File: src/rtl/reset_release_sequencer.sv
// Reset release sequencer: asserts all domain resets together, holds them for
// HOLD_CYCLES enabled edges, then releases one domain every STAGGER_CYCLES.
module reset_release_sequencer #(
   parameter int N_DOMAINS      = 4,
   parameter int HOLD_CYCLES    = 16,
   parameter int STAGGER_CYCLES = 8,
   parameter int CNT_W          = 8
) (
   input  logic                 clk,
   input  logic                 rst,
   input  logic                 req,
   input  logic                 en,
   output logic [N_DOMAINS-1:0] rst_out,
   output logic                 busy,
   output logic                 done
);

   localparam int IDX_W   = (N_DOMAINS > 1) ? $clog2(N_DOMAINS) : 1;
   localparam int MAX_CYC = (HOLD_CYCLES > STAGGER_CYCLES) ? HOLD_CYCLES : STAGGER_CYCLES;

   localparam logic [CNT_W-1:0] HOLD_LAST = CNT_W'(HOLD_CYCLES - 1);
   localparam logic [CNT_W-1:0] STAG_LAST = CNT_W'(STAGGER_CYCLES - 1);
   localparam logic [IDX_W-1:0] IDX_LAST  = IDX_W'(N_DOMAINS - 1);

   // Terminal counts must be representable, otherwise the counter would wrap.
   if (N_DOMAINS < 1 || HOLD_CYCLES < 1 || STAGGER_CYCLES < 1) begin : g_bad_params
      $error("reset_release_sequencer: N_DOMAINS, HOLD_CYCLES, STAGGER_CYCLES must be >= 1");
   end
   if (CNT_W < 31 && (2 ** CNT_W) <= MAX_CYC) begin : g_bad_cnt_w
      $error("reset_release_sequencer: CNT_W too small for HOLD_CYCLES/STAGGER_CYCLES");
   end

   typedef enum logic [1:0] {
      S_HOLD,
      S_RELEASE,
      S_IDLE
   } state_e;

   state_e                 state_q, state_d;
   logic [CNT_W-1:0]       cnt_q, cnt_d;
   logic [IDX_W-1:0]       idx_q, idx_d;
   logic [N_DOMAINS-1:0]   rst_out_q, rst_out_d;
   logic                   busy_q, busy_d;
   logic                   done_q, done_d;

   always_comb begin
      state_d   = state_q;
      cnt_d     = cnt_q;
      idx_d     = idx_q;
      rst_out_d = rst_out_q;
      busy_d    = busy_q;
      done_d    = done_q;
      if (req) begin
         // Runtime request restarts from scratch, re-asserting released domains.
         state_d   = S_HOLD;
         cnt_d     = '0;
         idx_d     = '0;
         rst_out_d = '1;
         busy_d    = 1'b1;
         done_d    = 1'b0;
      end else if (en) begin
         case (state_q)
            S_HOLD: begin
               if (cnt_q == HOLD_LAST) begin
                  rst_out_d[0] = 1'b0;
                  cnt_d        = '0;
                  if (N_DOMAINS == 1) begin
                     state_d = S_IDLE;
                     busy_d  = 1'b0;
                     done_d  = 1'b1;
                  end else begin
                     idx_d   = IDX_W'(1);
                     state_d = S_RELEASE;
                  end
               end else begin
                  cnt_d = cnt_q + 1'b1;
               end
            end
            S_RELEASE: begin
               if (cnt_q == STAG_LAST) begin
                  rst_out_d[idx_q] = 1'b0;
                  cnt_d            = '0;
                  idx_d            = idx_q + 1'b1;
                  if (idx_q == IDX_LAST) begin
                     state_d = S_IDLE;
                     busy_d  = 1'b0;
                     done_d  = 1'b1;
                  end
               end else begin
                  cnt_d = cnt_q + 1'b1;
               end
            end
            default: ;
         endcase
      end
   end

   always_ff @(posedge clk) begin
      if (rst) begin
         state_q   <= S_HOLD;
         cnt_q     <= '0;
         idx_q     <= '0;
         rst_out_q <= '1;
         busy_q    <= 1'b1;
         done_q    <= 1'b0;
      end else begin
         state_q   <= state_d;
         cnt_q     <= cnt_d;
         idx_q     <= idx_d;
         rst_out_q <= rst_out_d;
         busy_q    <= busy_d;
         done_q    <= done_d;
      end
   end

   assign rst_out = rst_out_q;
   assign busy    = busy_q;
   assign done    = done_q;

endmodule

File: config.mk
export PLATFORM = sky130hd
export DESIGN_NAME = reset_release_sequencer
export DESIGN_NICKNAME = d
export VERILOG_FILES = /design/src/rtl/reset_release_sequencer.sv
export SDC_FILE = /design/constraint.sdc
export NUM_CORES = 1
export LEC_CHECK = 0
export CAP_MARGIN = 30
export CELL_PAD_IN_SITES_DETAIL_PLACEMENT = 1
export CELL_PAD_IN_SITES_GLOBAL_PLACEMENT = 2
export CORE_MARGIN = 4
export CORE_UTILIZATION = 33
export CTS_BUF_LIST = sky130_fd_sc_hd__clkbuf_16
export CTS_CLUSTER_DIAMETER = 40
export CTS_CLUSTER_SIZE = 28
export DETAILED_ROUTE_END_ITERATION = 10
export MAX_ROUTING_LAYER = met4
export PLACE_DENSITY_LB_ADDON = 0.3
export SLEW_MARGIN = 20
export SYNTH_ARGS = -nofsm -noshare
export SYNTH_HDL_FRONTEND = slang
export SYNTH_SLANG_ARGS = --single-unit
File: constraint.sdc
create_clock -name clk -period 1.9 [get_ports clk]
set_input_delay 0.285 -clock clk [delete_from_list [all_inputs] [get_ports clk]]
set_output_delay 0.285 -clock clk [all_outputs]
set_load 0.05 [all_outputs]
==> impl_summary.md <==
Clock tree
Clock-pin slew was measured on the worst setup and hold paths at roughly 0.05 ns. Clock tree synthesis inserted a total of 3 buffers. The buffer levels on the longest clock path is 2.

TritonCTS built the clock tree. In this run the number of H-tree levels came out at 1. Clock latency on the worst-skew pair, taken at its later pin, is between 0.2 and 0.3 ns.

The root buffer cell is sky130_fd_sc_hd__clkbuf_16. The post-CTS setup-driven buffer insertion count is 0. The number of cells upsized or downsized after cts is 0. Clock tree synthesis found a total of 18 sinks. Hold repair after CTS inserted 0 buffers.

Cells and area
The count of fill cells added during filler insertion is 298. Leaving out filler cells and counting taps, the final layout contains between 100 and 150. Summing all multi-input logic gate instances after layout gives about 500 sq um.

The library cell used most frequently in the layout, excluding fill and tap cells, is sky130_fd_sc_hd__dfxtp_1. The repair_antennas step left the layout with diodes totalling 0. The register area is 360 sq um.

Compared with the post-synthesis result, the final layout area differs by 23.2%. The utilization after layout is 0.439. The fraction of layout cells with a size suffix above 1 is 0.104.

The final instance area is between 1000 and 1500 sq um. In the layout the commonest cells are 18 x sky130_fd_sc_hd__dfxtp_1, 14 x sky130_fd_sc_hd__nand2_1, 9 x sky130_fd_sc_hd__nand3_1, 9 x sky130_fd_sc_hd__clkdlybuf4s50_1. The final net count is roughly 130.

Critical path
Across all register-to-register paths, the minimum setup slack is 0.23 ns. On the critical path the largest part of the delay comes from buffers and inverters. At the worst endpoint, the arrival time is around 1.4 ns.

For this run, the slowest stage of the critical path takes between 0.8 and 0.9 ns. Counting both buffers and inverters, the worst setup path holds a total of 1. The critical path start-end classification is reg -> out.

STA puts the critical path data required time at ~1.6 ns. The critical path goes through clkdlybuf4s50_1. The kind of end point of the critical path is an output port. The critical path startpoint category is a register. On the critical path, the stage with the largest delay is an instance of sky130_fd_sc_hd__clkdlybuf4s50_1. Along the worst path, the maximum fanout reaches 2.

Timing
Across the routed clock network, the largest skew measured is roughly 0.0011 ns. Timing would allow up to 596 MHz. The post-route worst hold slack is 0.463 ns. The hold violation count in the final report came to 0.

Setup violations remaining at the end of the flow were counted as 0. In the finished design, the share of the clock period the worst path needs comes to 0.882. The worst relative slew slack is 0.662. The final max-slew violation count is 0. Setup repair after global routing left no endpoint under its margin. At the pin with the least slew margin, the transition time is ~0.51 ns. Setup total negative slack on the finished layout was measured at 0 ns. The smallest clock period supported by the final layout is computed as about 1.7 ns.

Global route
The number of antenna violations at the first check in global routing came to 0. Entering global routing, the biggest net connects 16 pins. The first global-routing pass estimated around 3600 um of wire. The number of global-route vias before repair came to 789. The overall global routing resource usage is 0.134. The total overflow left after global routing is 0.

Power
The static leakage power is 0.389 nW. The worst IR drop on VDD is approximately 830 uV. The total power density per cell area is around 750 nW/um^2.

Yosys
By area the synthesized netlist is led by sky130_fd_sc_hd__dfxtp_1 40%, sky130_fd_sc_hd__ha_1 6.9%, sky130_fd_sc_hd__xor2_1 6.8%, sky130_fd_sc_hd__nand2_1 5.8%, sky130_fd_sc_hd__nand3_1 5.0%. Yosys mapped the design onto 33 distinct sky130hd cell types. The post-synthesis async set-or-reset flop share is 0.

The number of instances in the synthesized netlist is 102. The most instantiated flip-flop cell in the synthesis netlist is sky130_fd_sc_hd__dfxtp_1. Dividing the synthesized area by the synthesized cell count gives 8.89 sq um. When the netlist entered floorplanning its net count stood at 111. The synthesis-stage register bit count is 18. The number of flops mapped to enable cells by yosys is 0. The sequential element share of the synthesized area is 0.397. The count of synthesis-stage warnings from yosys is 0. The cell taking the most area after synthesis is sky130_fd_sc_hd__dfxtp_1. The post-synth design cell area is about 900 sq um. The share of synthesized area in the top cell type comes to 0.397.

Floorplan
The floorplan step defined a die boundary enclosing between 3000 and 4000 sq um. The count of boundary I/O pins is 10. The floorplan step set the die height to between 60 and 70 um. The core region is between 2000 and 3000 sq um. The initial utilization of the core area, before any placement, comes to 0.356. The total number of placement rows is 18. The die is 60.4 um wide.

Run
Max-cap violations in this run came to 0.

Outcome
The flow ran to the end, and the final reports show no timing, DRC or antenna violations.

Drt
For this block, the initial DRC count from the detailed router was 30. Across all layers, the routed design uses 751 vias. The number of search-and-repair iterations in the first detailed-routing pass is 4. The final routed DRC violation total is 0. The antenna violation net count after detailed routing is 0. The via-per-instance ratio is approximately 5.2. The final routed wirelength across all metal layers is a little over 2000 um. The average routed wire per standard cell is around 14 um.

Worst hold path
The tightest min-delay check is of the reg -> reg type.

Placed design
The cell area after placement is between 1000 and 1500 sq um. Once detailed placement completed, the half-perimeter wirelength came to 1500 um. Counting tap cells, the placed design contains a total of roughly 140 instances. The quantity of I/O buffers inserted on ports is 9. The routability congestion estimate is 0.778.
-- final cells by class --
type	count	share of cell area
clock buffer	3	0.0672
timing repair buffer	13	0.108
multi-input combinational	78	0.459
clock inverter	1	0.00336
inverter	2	0.00672
sequential	18	0.323
tap	30	0.0336
-- sequential cells by signal (all words and copies together), names as in the netlist --
register / count
cnt_q: 8
rst_out: 4
idx_q: 2
state_q: 2
busy: 1
done: 1
-- synthesized netlist by cell type, drive strengths merged (2+ instances only) --
cell type and n:
buf 4, dfxtp 18, ha 5, inv 2, nand2 14, nand2b 2
nand3 10, nand4 3, nor2 7, nor2b 3, nor3 3, o21a 2
o21ai 8, xor2 7
-- per-layer routing --
layer	vias to the layer above	GRT usage	part of all wire
met5	-	-	0
met4	0	0.0279	0.0084
met3	2	0.0511	0.038
met2	9	0.194	0.42
met1	358	0.179	0.54
li1	382	-	-
-- cell families after synthesis --
| group | synth area share |
|---|---|
| AO/OA/AOI/OAI | 0.108 |
| XOR/XNOR | 0.0676 |
| adder cells (fa/ha/maj) | 0.0690 |
| buffers and inverters | 0.0372 |
| flip-flops | 0.397 |
| AND/OR/NAND/NOR | 0.321 |
-- per-stage QoR --
| step | power [W] | setup slack [ns] |
|---|---|---|
| 2_1_floorplan | 0.000401 | 0.549 |
| 3_3_place_gp | 0.000417 | 0.223 |
| 3_5_place_dp | 0.000417 | 0.190 |
| 4_1_cts | 0.000850 | 0.217 |
| 5_1_grt | 0.000868 | 0.102 |
| 6_report | 0.000838 | 0.223 |
-- path summary, 6_finish.rpt --
| kind | startpoint | end | depth (start not counted) |
|---|---|---|---|
| setup / recovery | rst_out[2] | rst_out[2] | 1 |
| setup reg to reg | cnt_q[0] | idx_q[0] | 6 |
| hold reg to reg | busy | busy | 2 |
| hold / removal | busy | busy | 2 |
-- report_power, final --
part	switching, W	total [W]	internal, W	leakage [nW]
registers	0.00000135	0.000380	0.000379	0.145
clock network	0.000150	0.000430	0.000280	0.0385
logic	0.0000157	0.0000283	0.0000127	0.205
Power figures use the tool's default switching activity.
